### config.mk
export PLATFORM = sky130hd
export DESIGN_NAME = fnd_scan_decoder
export DESIGN_NICKNAME = d
export VERILOG_FILES = /design/src/rtl/fnd_scan_decoder.sv
export SDC_FILE = /design/constraint.sdc
export NUM_CORES = 1
export LEC_CHECK = 0
export ABC_AREA = 1
export BUFFER_PORTS_ARGS = -buffer_cell sky130_fd_sc_hd__buf_2
export CAP_MARGIN = 30
export CORE_ASPECT_RATIO = 1.75
export CORE_MARGIN = 3
export CORE_UTILIZATION = 48
export CTS_CLUSTER_DIAMETER = 80
export DETAILED_ROUTE_END_ITERATION = 6
export HOLD_SLACK_MARGIN = 0.05
export PLACE_DENSITY_LB_ADDON = 0.05
export SYNTH_ARGS = -nofsm -noshare
export SYNTH_HDL_FRONTEND = slang
export SYNTH_SLANG_ARGS = --single-unit
### constraint.sdc
create_clock -name clk -period 3.8 [get_ports clk]
set_clock_uncertainty 0.1 [all_clocks]
set_input_delay 0.19 -clock clk [delete_from_list [all_inputs] [get_ports clk]]
set_output_delay 0.19 -clock clk [all_outputs]
set_load 0.01 [all_outputs]
### src/rtl/fnd_scan_decoder.sv
// rtl/fnd_scan_decoder.sv - multiplexed 7-segment scan decoder to BCD frames; optional macro FND_SCAN_DP_EN
module fnd_scan_decoder #(
  parameter int SETTLE_CYC  = 16,
  parameter int TIMEOUT_CYC = 1_000_000
) (
  input  logic        clk,
  input  logic        reset,
  input  logic [7:0]  seg,
  input  logic [3:0]  an,
  output logic [15:0] bcd_data,
  output logic [3:0]  dp_data,
  output logic        frame_valid,
  output logic        frame_changed,
  output logic        seg_error,
  output logic        scan_lost
);

  localparam int SW = $clog2(SETTLE_CYC + 1);
  localparam int TW = $clog2(TIMEOUT_CYC + 1);
  localparam logic [SW-1:0] SETTLE_MAX  = SW'(SETTLE_CYC);
  localparam logic [TW-1:0] TIMEOUT_MAX = TW'(TIMEOUT_CYC);

  typedef enum logic [1:0] {IDLE, SETTLE, HELD} state_t;

  state_t          state, state_nxt;
  logic [SW-1:0]   cnt, cnt_nxt;
  logic [3:0]      an_q;
  logic [7:0]      seg_q;
  logic [7:0]      seg_cmp;
  logic            an_valid, an_same, seg_same, capture;
  logic [1:0]      slot;
  logic [3:0]      digit;
  logic            digit_err, digit_dp;
  logic [3:0][3:0] shadow_bcd;
  logic [3:0]      shadow_dp, shadow_err, mask;
  logic [3:0]      mask_nxt, err_nxt;
  logic [TW-1:0]   tcnt;
  logic            first_frame;
  logic            frame_load;
  logic            timeout_hit;

  // The dp bit only takes part in stability and capture when the feature is built in
`ifdef FND_SCAN_DP_EN
  assign seg_cmp  = seg;
  assign digit_dp = ~seg[7];
`else
  assign seg_cmp  = seg & 8'h7F;
  assign digit_dp = 1'b0;
`endif

  assign an_same     = (an == an_q);
  assign seg_same    = (seg_cmp == seg_q);
  assign frame_load  = (mask == 4'hF);
  assign timeout_hit = !capture && (tcnt == TIMEOUT_MAX - TW'(1));

  // Slot select: exactly one active-low enable marks a valid digit
  always_comb begin
    an_valid = 1'b1;
    slot     = 2'd0;
    case (an)
      4'b1110: slot = 2'd0;
      4'b1101: slot = 2'd1;
      4'b1011: slot = 2'd2;
      4'b0111: slot = 2'd3;
      default: an_valid = 1'b0;
    endcase
  end

  // Segment pattern to digit decode; unknown patterns flag an error
  always_comb begin
    digit     = 4'hF;
    digit_err = 1'b0;
    case (seg[6:0])
      7'h40: digit = 4'h0;
      7'h79: digit = 4'h1;
      7'h24: digit = 4'h2;
      7'h30: digit = 4'h3;
      7'h19: digit = 4'h4;
      7'h12: digit = 4'h5;
      7'h02: digit = 4'h6;
      7'h78: digit = 4'h7;
      7'h00: digit = 4'h8;
      7'h10: digit = 4'h9;
      7'h7F: digit = 4'hB;
      default: digit_err = 1'b1;
    endcase
  end

  // Settle FSM next state; capture fires when the stable count reaches SETTLE_CYC
  always_comb begin
    state_nxt = state;
    cnt_nxt   = cnt;
    capture   = 1'b0;
    case (state)
      IDLE: begin
        if (an_valid) begin
          state_nxt = SETTLE;
          cnt_nxt   = SW'(1);
        end
      end
      SETTLE: begin
        if (an_same && seg_same) begin
          cnt_nxt = cnt + SW'(1);
        end else if (an_valid) begin
          cnt_nxt = SW'(1);
        end else begin
          state_nxt = IDLE;
          cnt_nxt   = '0;
        end
      end
      HELD: begin
        if (!an_same) begin
          if (an_valid) begin
            state_nxt = SETTLE;
            cnt_nxt   = SW'(1);
          end else begin
            state_nxt = IDLE;
            cnt_nxt   = '0;
          end
        end
      end
      default: begin
        state_nxt = IDLE;
        cnt_nxt   = '0;
      end
    endcase
    if (state_nxt == SETTLE && cnt_nxt == SETTLE_MAX) begin
      capture   = 1'b1;
      state_nxt = HELD;
    end
  end

  // Mask/error bookkeeping: a load clears first so a same-cycle capture lands in the next frame
  always_comb begin
    mask_nxt = mask;
    err_nxt  = shadow_err;
    if (frame_load) begin
      mask_nxt = '0;
      err_nxt  = '0;
    end
    if (capture) begin
      mask_nxt[slot] = 1'b1;
      err_nxt[slot]  = digit_err;
    end
    if (timeout_hit) begin
      mask_nxt = '0;
    end
  end

  // Previous-cycle copies of the scan inputs for change detection
  always_ff @(posedge clk) begin
    if (reset) begin
      an_q  <= '0;
      seg_q <= '0;
    end else begin
      an_q  <= an;
      seg_q <= seg_cmp;
    end
  end

  // FSM state and settle counter registers
  always_ff @(posedge clk) begin
    if (reset) begin
      state <= IDLE;
      cnt   <= '0;
    end else begin
      state <= state_nxt;
      cnt   <= cnt_nxt;
    end
  end

  // Shadow capture, frame load and scan-loss timeout
  always_ff @(posedge clk) begin
    if (reset) begin
      shadow_bcd    <= '0;
      shadow_dp     <= '0;
      shadow_err    <= '0;
      mask          <= '0;
      bcd_data      <= '0;
      dp_data       <= '0;
      frame_valid   <= 1'b0;
      frame_changed <= 1'b0;
      seg_error     <= 1'b0;
      scan_lost     <= 1'b0;
      tcnt          <= '0;
      first_frame   <= 1'b1;
    end else begin
      frame_valid   <= frame_load;
      frame_changed <= 1'b0;
      if (frame_load) begin
        bcd_data      <= shadow_bcd;
        dp_data       <= shadow_dp;
        seg_error     <= |shadow_err;
        frame_changed <= first_frame || (shadow_bcd != bcd_data);
        first_frame   <= 1'b0;
      end
      if (capture) begin
        shadow_bcd[slot] <= digit;
        shadow_dp[slot]  <= digit_dp;
      end
      mask       <= mask_nxt;
      shadow_err <= err_nxt;
      if (capture) begin
        tcnt      <= '0;
        scan_lost <= 1'b0;
      end else if (tcnt != TIMEOUT_MAX) begin
        tcnt <= tcnt + TW'(1);
        if (timeout_hit) begin
          scan_lost <= 1'b1;
        end
      end
    end
  end

endmodule

==> reports/summary.txt, run 1 <==
Internal Power: 1.59 mW
final WL: 9.51 mm
Clock Path Buffers: 2
largest net degree at the start of global routing: 50
Worst-path clk slew: 0.07 ns
First-pass DRT Iterations: 5
Crit Path Max Fanout: 23
via count: 3984
clock network latency to the later pin of the worst-skew pair: 0.34 ns
cell mode on critical path: nand2_1
Antenna diodes: 0
DP Wirelength: 6.98 mm
flops & latches, synth: 91
leading area contributor after synthesis: dfxtp_1
die area: 0.0104 mm²
final core occ: 57.7%
sequential cell fraction of total power: 47.0%
row cnt: 45
relative slew slack: 52.3%
die height: 133 µm
layout net count: 706
post-route DRC violation count: 0
Core ar.: 0.00878 mm²
Starting Density: 50.1%
Pwr Density: 408 mW/mm²
hold slack: 0.0596 ns
Slowest-stage cell, CP: dlygate4sd3_1
Syn Nets: 665
die boundary width: 78.4 µm
gr usage total: 19.7%
routed vias/inst: 4.91
worst-margin pin slew: 0.711 ns
Final Hold Fails: 0
R2R setup slack: 1.20 ns
global-route wire length before repair: 16.5 mm
post-synthesis sequential area ratio: 41.4%
most frequent cells in the layout: nand2_1 (139), inv_1 (103), nor2_1 (95), dfxtp_1 (91), buf_2 (36)
RSZ-0062 raised after global routing: no
hold crit path type: in2reg
initial drt markers: 210
Placer Congestion: 0.850
# hold bufs at CTS: 7
Cells after Synth: 648
post-CTS sizing: 0
Place WS: 1.14 ns
crit-path leading delay family: simple AND/OR/NAND/NOR gates
IO Pins: 38
path depth of the worst reg2reg path: 14
Worst Path Arrival: 2.92 ns
Slowest Stage Delay on Critical Path: 0.55 ns
layout cells sized above 1: 11.7%
Hold Crit Start: seg[5]
min Tclk post-route: 2.83 ns
FF-to-FF End: tcnt[19]
Antenna Violating Nets Remaining: 0
Worst R2R Start: an_q[2]
I/O Buffers: 36
Lkg Pwr: 2.35 nW
syn_area_per_cell: 6.79 µm²
post-synthesis cell type count: 31
Critical Path Sink Type: flip-flop
CTS buffer count: 9
CTS tree: done
Power Total: 2.07 mW
Crit path buffers/inverters: 4
Comb power frac: 6.1%
post-synth top area share: 41.4%
hold path endpoint: seg_q[5]
top post-synthesis cells by area: dfxtp_1 (41%), nand2_1 (12%), inv_1 (8.8%)
Post-CTS Setup Bufs: 0
part of the power in the clock network: 46.9%
root buf cell: clkbuf_16
Final period util: 74.5%
WHS Path Cells: 3
critical path type: in2reg
total negative slack: 0 ns
Post-synth EDFFs: 0
Net Sw Frac: 23.1%
initial antenna violation count: 0
Routed WL per cell: 11.7 µm
final setup margin: 0.971 ns
gr ovfl total: 0
Setup violations, final: 0
Layout area overhead: 15.2%
main flop type after synthesis: dfxtp_1
Peak Freq: 0.353 GHz
CTS sink cnt: 91
switching power: 0.478 mW
most common cell after layout, fill and taps aside: nand2_1
worst path cell trace: dlygate4sd3_1, buf_2, inv_2, nand2_1, nor2_4, nor2_1, nand3_1, nand2_2, nand2_1, nand2_1, nor2_1, nand2_1, nor2_4, buf_4, nand2_2, nand2_1, a21oi_1
area of the mapped netlist: 0.00440 mm²
ys async rst share: 0%
critical path launch point type: input pin
vias in the first global route: 3743
H-tree depth: 3
synth warn: 0
status: finished clean
Pins Over Slew Limit: 0
Max-cap violations: 0
CP Data Required Time: 3.89 ns
fillers: 881
VDD IR max: 0.000278 V
==> worst reg2reg max path, cell delays in order, from the launching register on <==
cell and delay, ns:
dfxtp_1 0.34, inv_1 0.04, nand2_1 0.05, nand2_1 0.07
nor2_2 0.15, nand3_1 0.22, nand2_2 0.17, nand2_1 0.06
nand2_1 0.09, inv_2 0.05, nor2_4 0.09, buf_4 0.26
nand2_2 0.13, nand2_1 0.54, a21oi_1 0.10
==> flip-flops by register name, summed over array words and instances (netlist names), 2 cells and up <==
name,count
an_q,4
dp_data,4
seg_q,7
shadow_dp,4
mask,4
tcnt,20
shadow_err,4
shadow_bcd,16
bcd_data,16
state,2
cnt,5
==> cell usage after synthesis, drive strengths merged, types with 6 or more instances <==
master,number
inv,110
clkbuf,10
nand2,142
or2,6
buf,7
a21oi,31
nor2,102
dfxtp,91
nand3,36
xor2,11
nor3,20
xnor2,9
o21ai,24
nand4,30
==> power by group through the flow <==
stage	Combinational, mW	Clock, mW	Sequential [mW]
2_1_floorplan	0.0923	0	0.991
3_3_place_gp	0.119	0	0.992
3_5_place_dp	0.121	0	0.993
4_1_cts	0.127	0.991	0.971
5_1_grt	0.143	1.02	0.972
6_report	0.126	0.970	0.971
==> cell families (layout without fill, tap and decap cells) <==
kind of cell               count (synthesis)  count (layout)  synth area share (%)
DFF                                       91              91                  41.4
and+or+nand+nor                          342             342                  34.7
adders and majority gates                  3               3                 0.853
buffers and inverters                    127             173                  11.2
AOI/OAI and AO/OA                         65              65                  7.82
xor gates and xnor gates                  20              20                  3.98
==> worst max path at each step <==
stage,start,endpoint,slack (ns),depth (start not counted)
6_report,an[3],tcnt[19],0.97,17
5_1_grt,an[3],tcnt[9],0.67,17
4_1_cts,an[3],tcnt[19],0.93,17
3_5_place_dp,an[1],tcnt[19],1.14,15
3_3_place_gp,an[1],tcnt[12],1.17,15
2_1_floorplan,cnt[0],shadow_bcd[0],1.90,12
==> metrics by stage <==
stage | std cells | instance area (µm²)
after floorplan | 648 | 4400
after global placement | 788 | 4680
after detailed placement | 788 | 4680
after CTS | 811 | 5070
after global routing | 811 | 5070
final | 811 | 5070
==> cell type report <==
cell class                 instances  area [µm²]  area share, %
multi-input combinational        430        2080           41.1
tap                              117         146           2.89
timing repair buffer              47         280           5.53
clock buffer                       9         225           4.44
sequential                        91        1820           35.9
inverter                         110         413           8.14
clock inverter                     7         100           1.97
==> routing by layer <==
metal  up-vias  share of wire [%]  global-route usage [%]
li1       2130                  -                       -
met3        15                2.3                    3.07
met2        51                 55                    37.2
met1      1788                 41                    21.4
met4         0                2.1                    7.68
met5         -                  0                       0
(Power assumes the default switching activity.)
==> inputs of run 2 (changes only) <==
- clock period: 3.8 -> 2.8 ns (I/O delays scaled with it)
==> run 2 against run 1 <==
Against the previous run: final cell count up 1.1%; clock power up 52%; routed wire length up 0.20%; sequential power up 36%; largest power group is now the clock network.
==> reports/summary.txt, run 2 (synthesis gave the netlist of run 1 again) <==
biggest regs: tcnt (20), bcd_data (16), shadow_bcd (16)
Pins Over Slew Limit: 0 (unchanged)
Final Hold Fails: 0 (unchanged)
hold crit path type: in2reg
Antenna Violating Nets Remaining: 0 (unchanged)
Starting Density: 50.1% (unchanged)
area occupied by registers: 0.00182 mm² (unchanged)
gr ovfl total: 0 (unchanged)
Worst Path Arrival: 2.65 ns (-0.27 ns)
hold path endpoint: seg_q[6]
I/O Buffers: 36 (unchanged)
initial drt markers: 146 (-30%)
WHS Path Cells: 3 (unchanged)
critical path launch point type: input pin
Antenna diodes: 0 (unchanged)
CTS buffer count: 9 (unchanged)
Max-cap violations: 0 (unchanged)
most common cell after layout, fill and taps aside: nand2_1
Crit Path Max Fanout: 15 (-35%)
RSZ-0062 raised after global routing: no
path depth of the worst reg2reg path: 12 (-2)
status: finished clean
DP Wirelength: 7.04 mm (+0.80%)
initial antenna violation count: 0 (unchanged)
layout cells sized above 1: 12.4% (+0.70 points)
most flop-heavy register: tcnt
CTS tree: done
vias in the first global route: 3724 (-0.51%)
Routed WL per cell: 11.6 µm (-0.90%)
most frequent cells in the layout: nand2_1 (139), inv_1 (103), nor2_1 (95), dfxtp_1 (91), buf_2 (36)
total negative slack: 0 ns (unchanged)
Lkg Pwr: 2.41 nW (+2.6%)
CTS sink cnt: 91 (unchanged)
Layout area overhead: 18.0%
min Tclk post-route: 2.47 ns
Core ar.: 0.00878 mm² (unchanged)
root buf cell: clkbuf_16
final WL: 9.53 mm (+0.20%)
Final period util: 88.3%
relative slew slack: 51.8% (-0.44 points)
Worst R2R Start: seg_q[2]
post-route DRC violation count: 0 (unchanged)
VDD IR max: 0.000340 V (+22%)
Peak Freq: 0.404 GHz
via count: 3975 (-0.23%)
row cnt: 45 (unchanged)
Pwr Density: 570 mW/mm² (+40%)
area of the multi-input gates: 0.00209 mm² (+0.24%)
gr usage total: 19.6% (-0.078 points)
Critical Path Sink Type: flip-flop
layout net count: 715 (+1.3%)
fillers: 869 (-1.4%)
clock network latency to the later pin of the worst-skew pair: 0.34 ns (about the same)
R2R setup slack: 0.49 ns (-0.71 ns)
routed vias/inst: 4.85 (-1.3%)
FF-to-FF End: shadow_err[0]
CP Data Required Time: 2.98 ns (-0.91 ns)
final setup margin: 0.326 ns (-0.644 ns)
die area: 0.0104 mm² (unchanged)
post-route non-filler standard cell count: 820 (+1.1%)
worst-margin pin slew: 0.717 ns (+0.00651 ns)
Place WS: 0.430 ns (-0.706 ns)
placed cell count: 791 (+0.38%)
H-tree depth: 3 (unchanged)
die boundary width: 78.4 µm (unchanged)
Worst-path clk slew: 0.06 ns (about the same)
max FFs per register: 20 (unchanged)
Power Total: 2.96 mW (+43%)
die height: 133 µm (unchanged)
First-pass DRT Iterations: 5 (unchanged)
Setup violations, final: 0 (unchanged)
Placer Congestion: 0.870 (+2.4%)
largest net degree at the start of global routing: 38 (-24%)
IO Pins: 38 (unchanged)
Clock Path Buffers: 2 (unchanged)
Hold Crit Start: seg[6]
global-route wire length before repair: 16.3 mm (-1.3%)
critical path type: in2reg
-- run 2: cell types whose count changed in the layout (fill, tap and decap cells not counted), sizes merged --
cell	before	now
buf	40	46
clkbuf	9	10
dlygate4sd3	7	10
bufinv	2	4
inv	112	110
clkinv	3	2
-- run 2: worst max path at each step --
stage / from / to / depth (start not counted)
after floorplan: cnt[0] / shadow_bcd[0] / 12
after global placement: seg_q[2] / shadow_bcd[12] / 11
after detailed placement: seg_q[2] / mask[3] / 11
after CTS: seg[3] / mask[3] / 13
after global routing: seg[2] / shadow_bcd[0] / 14
final: seg[2] / shadow_err[0] / 14
-- run 2: metrics by stage --
stage               hold slack [ns]  area, µm²  utilization [%]
finish                       0.0548       5190             59.1
detailed placement            0.321       4700             53.5
floorplan                     0.147       4400                -
CTS                          0.0522       5160             58.8
global route                  0.106       5190             59.1
global placement              0.309       4700             53.5
-- run 2: final cells by class --
type,count,area share (%)
Timing Repair Buffer,56,6.84
Sequential cell,91,35.1
Clock inverter,6,2.65
Inverter,110,7.95
Clock buffer,10,4.41
Multi-Input combinational cell,430,40.2
Tap cell,117,2.82
-- run 2: metal layers --
metal / track usage, % / routed length [µm]
met4: 8.95 / 229
met3: 3.75 / 284
met5: 0 / 0
met2: 36.7 / 5120
met1: 20.6 / 3890
-- run 2: worst max-delay path, stage by stage --
cell           delay, ns
dlygate4sd3_1       0.54
buf_2               0.15
xnor2_1             0.13
nand2_1             0.08
nor2_1              0.37
nand3_1             0.16
nand3_1             0.12
nand2_1             0.09
nor2_4              0.28
buf_4               0.23
nand3_4             0.12
nand2_1             0.11
inv_1               0.04
nor2_1              0.09
-- run 2: repair_timing --
item,in CTS,in global routing
endpoints found under the setup margin,0,5
hold buffers,10,0
endpoints found under the hold margin,10,0
setup buffers,0,3
gates resized for setup,0,1
-- run 2: power breakdown --
| part | internal (mW) | switching [mW] | total, mW |
|---|---|---|---|
| Combinational | 0.0606 | 0.115 | 0.175 |
| Clock | 0.965 | 0.501 | 1.47 |
| Sequential | 1.31 | 0.00873 | 1.32 |
